==> config.mk <==
export PLATFORM = sky130hd
export DESIGN_NAME = alu_seq
export DESIGN_NICKNAME = d
export VERILOG_FILES = /design/src/rtl/alu_seq.sv
export SDC_FILE = /design/constraint.sdc
export NUM_CORES = 1
export LEC_CHECK = 0
export ABC_CLOCK_PERIOD_IN_PS = 7450
export BUFFER_PORTS_ARGS = -buffer_cell sky130_fd_sc_hd__buf_2
export CORE_UTILIZATION = 50
export DETAILED_ROUTE_END_ITERATION = 10
export PLACE_DENSITY = 0.69
export SLEW_MARGIN = 40
export SYNTH_ARGS = -nofsm -noshare
export SYNTH_HDL_FRONTEND = slang
export SYNTH_SLANG_ARGS = --single-unit
==> constraint.sdc <==
create_clock -name clk -period 7.45 [get_ports clk]
set_clock_uncertainty 0.05 [all_clocks]
set_input_delay 1.49 -clock clk [delete_from_list [all_inputs] [get_ports clk]]
set_output_delay 1.49 -clock clk [all_outputs]
set_load 0.02 [all_outputs]
==> src/rtl/alu_seq.sv <==
`timescale 1ns/1ps
// alu_seq: registered ALU with operands and opcode loaded over one shared bus.
// Three strobes load A, B and OP. A three-state FSM (COLLECT/EXEC/DONE) decides
// when to register the result and flags, and when the result is valid.
module alu_seq #(
    parameter int NB_DATA = 8,
    parameter int NB_OP   = 6
) (
    input  logic               clk,
    input  logic               reset,
    input  logic [NB_DATA-1:0] data_in,
    input  logic               load_a,
    input  logic               load_b,
    input  logic               load_op,
    output logic [NB_DATA-1:0] out,
    output logic               carry,
    output logic               overflow,
    output logic               zero,
    output logic               op_err,
    output logic               valid,
    output logic [2:0]         loaded
);

    // MIPS function codes; wider opcode fields are zero-extended.
    localparam logic [NB_OP-1:0] OP_ADD = NB_OP'(6'b100000);
    localparam logic [NB_OP-1:0] OP_SUB = NB_OP'(6'b100010);
    localparam logic [NB_OP-1:0] OP_AND = NB_OP'(6'b100100);
    localparam logic [NB_OP-1:0] OP_OR  = NB_OP'(6'b100101);
    localparam logic [NB_OP-1:0] OP_XOR = NB_OP'(6'b100110);
    localparam logic [NB_OP-1:0] OP_NOR = NB_OP'(6'b100111);
    localparam logic [NB_OP-1:0] OP_SRL = NB_OP'(6'b000010);
    localparam logic [NB_OP-1:0] OP_SRA = NB_OP'(6'b000011);

    // Shift amounts at or above the data width saturate (0 or sign fill).
    localparam logic [NB_DATA-1:0] SHIFT_LIMIT = NB_DATA'(NB_DATA);
    localparam int                 MSB         = NB_DATA - 1;

    typedef enum logic [1:0] {
        COLLECT = 2'd0,
        EXEC    = 2'd1,
        DONE    = 2'd2
    } state_t;

    state_t             state;
    state_t             state_next;
    logic               valid_next;
    logic               exec_fire;

    logic [NB_DATA-1:0] a;
    logic [NB_DATA-1:0] b;
    logic [NB_OP-1:0]   op;

    logic [2:0]         strobe;
    logic               any_strobe;

    logic [NB_DATA:0]   add_sum;
    logic [NB_DATA:0]   sub_sum;
    logic [NB_DATA-1:0] alu_res;
    logic               alu_carry;
    logic               alu_ovf;
    logic               alu_err;

    assign strobe     = {load_op, load_b, load_a};
    assign any_strobe = |strobe;

    // SUB is A + ~B + 1, so its carry-out is the "no borrow" flag (A >= B).
    assign add_sum = {1'b0, a} + {1'b0, b};
    assign sub_sum = {1'b0, a} + {1'b0, ~b} + {{NB_DATA{1'b0}}, 1'b1};

    // Operand/opcode registers: each strobe independently captures data_in.
    // NOTE: sequential state uses non-blocking assignments so every register
    // samples pre-edge values, which is what lets EXEC compute from the old
    // operands on the same edge a strobe overwrites them.
    always_ff @(posedge clk or posedge reset) begin
        if (reset) begin
            a  <= '0;
            b  <= '0;
            op <= '0;
        end else begin
            if (load_a)  a  <= data_in;
            if (load_b)  b  <= data_in;
            if (load_op) op <= data_in[NB_OP-1:0];
        end
    end

    // Loaded mask {op, b, a}: bits set on strobe and only clear on reset.
    always_ff @(posedge clk or posedge reset) begin
        if (reset) begin
            loaded <= 3'b000;
        end else begin
            loaded <= loaded | strobe;
        end
    end

    // Combinational ALU over the currently held A/B/OP.
    // NOTE: every output of an always_comb gets a default before the case, so
    // no path leaves a value unassigned and no latch is inferred.
    always_comb begin
        alu_res   = '0;
        alu_carry = 1'b0;
        alu_ovf   = 1'b0;
        alu_err   = 1'b0;
        case (op)
            OP_ADD: begin
                alu_res   = add_sum[NB_DATA-1:0];
                alu_carry = add_sum[NB_DATA];
                alu_ovf   = (a[MSB] == b[MSB]) && (add_sum[MSB] != a[MSB]);
            end
            OP_SUB: begin
                alu_res   = sub_sum[NB_DATA-1:0];
                alu_carry = sub_sum[NB_DATA];
                alu_ovf   = (a[MSB] != b[MSB]) && (sub_sum[MSB] != a[MSB]);
            end
            OP_AND: alu_res = a & b;
            OP_OR:  alu_res = a | b;
            OP_XOR: alu_res = a ^ b;
            OP_NOR: alu_res = ~(a | b);
            OP_SRL: begin
                if (b >= SHIFT_LIMIT) alu_res = '0;
                else                  alu_res = a >> b;
            end
            OP_SRA: begin
                if (b >= SHIFT_LIMIT) alu_res = {NB_DATA{a[MSB]}};
                else                  alu_res = $unsigned($signed(a) >>> b);
            end
            default: alu_err = 1'b1;
        endcase
    end

    // FSM state register.
    always_ff @(posedge clk or posedge reset) begin
        if (reset) state <= COLLECT;
        else       state <= state_next;
    end

    // Next state, next valid, and whether this edge registers a result.
    always_comb begin
        state_next = state;
        valid_next = valid;
        exec_fire  = 1'b0;
        case (state)
            COLLECT: begin
                valid_next = 1'b0;
                if ((loaded | strobe) == 3'b111) state_next = EXEC;
            end
            EXEC: begin
                // The result is registered either way; a strobe on this edge
                // makes it stale, so stay here and recompute next edge.
                exec_fire = 1'b1;
                if (any_strobe) begin
                    valid_next = 1'b0;
                end else begin
                    valid_next = 1'b1;
                    state_next = DONE;
                end
            end
            DONE: begin
                if (any_strobe) begin
                    valid_next = 1'b0;
                    state_next = EXEC;
                end
            end
            default: begin
                valid_next = 1'b0;
                state_next = COLLECT;
            end
        endcase
    end

    // Result, flags and valid registers; result updates only in EXEC.
    always_ff @(posedge clk or posedge reset) begin
        if (reset) begin
            out      <= '0;
            carry    <= 1'b0;
            overflow <= 1'b0;
            zero     <= 1'b1;
            op_err   <= 1'b0;
            valid    <= 1'b0;
        end else begin
            valid <= valid_next;
            if (exec_fire) begin
                out      <= alu_res;
                carry    <= alu_carry;
                overflow <= alu_ovf;
                zero     <= (alu_res == '0);
                op_err   <= alu_err;
            end
        end
    end

endmodule

==> results by group <==
Run status
  • Status: complete, no violations

Drt
  • Wire length on met1: 4360 µm
  • DR WL met2: 3910 µm
  • Via count: 2999
  • DRT Pass-1 Iters: 4
  • Top sig layer: met4
  • Met3 wire len: 588 µm
  • DRT Wirelength: 9070 µm
  • DRC errors left: 0
  • Antenna Nets Post-Route: 0
  • Avg Vias per Cell: 6.44
  • Wire per inst: 19.5 µm
  • 1st-iter DRT viols: 238

Synth
  • Mean Syn Cell Area: 8.59 µm²
  • Top FF cell, synth: dfrtp_1
  • Seq/Total Area, Yosys: 0.310
  • Post-synth EDFFs: 0
  • Area leader, netlist: dfrtp_1
  • Top cell type's share of synthesized area: 0.302
  • Unique masters post-synth: 68
  • Syn_nets: 419
  • Syn. warnings: 0
  • Mapped Area: 0.00324 mm²
  • Ys async rst share: 1.00
  • Yosys reg bits: 40
  • Cells after synthesis: 377
  • Top area cells in the synthesized netlist: dfrtp_1 30%, ha_1 10%, o21ai_0 5.6%

Clock network
  • Post CTS Setup Buffer Count: 0
  • Worst-skew pair later-pin latency: 300 ps
  • Post-CTS sizing: 0
  • Clock transition at path regs: 90 ps
  • Clock Root Buffer: clkbuf_8
  • CTS Buf Count: 5
  • CTS tree: done
  • CTS Sinks: 40
  • Hold-fix buffer count after cts: 0
  • Max H-tree Level: 2
  • Clock Tree Buf Depth: 2

Critical path
  • Worst Reg-to-Reg Cells: 9
  • CP Class: flop to flop
  • Req. time, crit path: 7650 ps
  • Worst Path Max Fanout: 20
  • Startpoint types: flop
  • Worst Setup End Kind: flop
  • WP data arrival: 3440 ps

Finish
  • Post-route non-filler standard cell count: 466
  • Post-layout util: 0.573
  • Area grow syn2layout: 8.00%
  • Nets: 432
  • Share of layout cells above drive strength 1: 0.164
  • ANT cells: 0
  • Fill count: 556

Floorplan
  • Die height: 82.5 µm
  • Num ports: 29
  • Starting Density: 0.531
  • Die width: 82.5 µm
  • FP Rows: 28
  • Core Area: 0.00610 mm²
  • Die area: 0.00680 mm²

STA
  • Final setup fails: 0
  • Post-route minimum period: 3250 ps
  • Setup total negative slack: 0 ps
  • Endpoints failing hold: 0
  • Peak Freq: 308 MHz
  • Slew Viols, Final: 0
  • Worst Max-Slew Pin Slew: 709 ps
  • Hold slack: 419 ps
  • Headroom to the max-slew limit: 0.523
  • Tcrit/Tclk final: 0.436
  • RSZ-0062 raised after global routing: false

Power
  • Leakage: 1.52 nW
  • Clock share of power: 0.275
  • Flop pwr share: 0.406
  • Internal power: 0.423 mW
  • Max VDD drop: 0.103 mV
  • Switching power: 0.250 mW
  • Comb pwr share: 0.319
  • Pwr Density: 192 mW/mm²
  • Net Sw Frac: 0.371

Global routing
  • Vias in the first global route: 2727
  • Remaining Overflow, GRT: 0
  • First-pass GRT wire length: 14400 µm
  • Aggregate global-route resource usage: 0.291
  • Initial antenna violation count: 0
  • Largest net degree at the start of global routing: 41

Min path
  • Worst Hold Depth: 2
  • Hold Crit Class: flop to flop

Place
  • Placed insts: 458
  • Post-DP HPWL: 6820 µm
  • Final Wtd Congestion: 0.943
  • Port bufs: 28

Flow run
  • Max-Cap Viols: 0
-- sequential cells by signal, summed over array words and instances, names as in the netlist --
register	count
state	2
loaded	3
out	8
carry	1
valid	1
overflow	1
zero	1
op_err	1
op	6
a	8
b	8
-- cell usage after synthesis, types with 4 or more instances --
cell      count
a31oi_1       9
o21a_1        4
nor3_1       11
o31ai_1       5
inv_1        27
ha_1         27
nor2_1       21
nand3_1       4
o211ai_1      6
mux2i_1      13
a21oi_1      20
or2_2         5
buf_2         5
xnor2_1       6
mux2_2        6
nand2b_1      5
o21ai_0      36
dfrtp_1      39
clkbuf_1     14
nand2_1      40
-- cells in the final DEF (no fill, tap or decap), drive strengths merged, types with 6 or more instances in the layout --
master   n
ha      27
dfrtp   39
nor3    11
nand2   40
nand2b   6
inv     28
a31oi    9
o21ai   37
a21oi   20
buf     29
mux2     6
xnor2    6
nor2    22
o211ai   6
mux2i   13
-- routing by layer --
metal,global-route usage,vias to the layer above
li1,-,1393
met1,0.434,1453
met2,0.417,132
met3,0.0560,21
met4,0.0982,0
met5,0,-
-- power groups by stage --
| stage | sequential (mW) | combinational (mW) | clock, mW |
|---|---|---|---|
| after global routing | 0.276 | 0.239 | 0.198 |
| final | 0.273 | 0.215 | 0.185 |
| after floorplan | 0.260 | 0.169 | 0 |
| after CTS | 0.272 | 0.212 | 0.188 |
| after detailed placement | 0.276 | 0.211 | 0 |
| after global placement | 0.276 | 0.210 | 0 |
-- critical path, stage by stage (launching register included) --
cell	delay, ps
dfrtp_1	800
inv_1	340
ha_1	440
o21bai_1	120
a2111o_1	420
o2111ai_1	140
o221ai_2	180
a2111oi_2	300
and3_1	230
a41o_1	180
-- area by class of cell --
type                       count  area [µm²]  area share
inverter                      29         109      0.0311
clock inverter                 3        46.3      0.0132
tap                           75        93.8      0.0268
sequential                    40        1000       0.287
multi-input combinational    285        2030       0.579
timing repair buffer          29         148      0.0422
clock buffer                   5        68.8      0.0197
-- worst paths after layout --
kind / from / endpoint / slack (ps)
worst max-delay path: b[1]$_DFFE_PP0P_ / zero$_DFFE_PP1P_ / 4200
max in group asynchronous: reset / op[0]$_DFFE_PP0P_ / 5740
min in group asynchronous: reset / state[0]$_DFFE_PP0P_ / 1240
worst min register to register: carry$_DFFE_PP0P_ / carry$_DFFE_PP0P_ / 420
worst min-delay path: carry$_DFFE_PP0P_ / carry$_DFFE_PP0P_ / 420
worst max register to register: b[1]$_DFFE_PP0P_ / zero$_DFFE_PP1P_ / 4200
-- through the flow --
stage          cell area, µm²  setup slack (ps)  power, mW
5_1_grt                  3500              4000      0.713
3_5_place_dp             3380              4120      0.487
2_1_floorplan            3240              4730      0.429
4_1_cts                  3490              4100      0.672
3_3_place_gp             3380              4180      0.486
6_report                 3500              4200      0.673
-- logic make-up after synthesis --
group	after synthesis	synth area share
AOI/OAI and AO/OA	118	0.245
and+or+nand+nor	109	0.163
buffers and inverters	52	0.0646
DFF	40	0.310
adders and majority gates	29	0.117
muxes	22	0.0819
xor gates and xnor gates	7	0.0189
No activity file was read; power rests on OpenSTA's default activity.
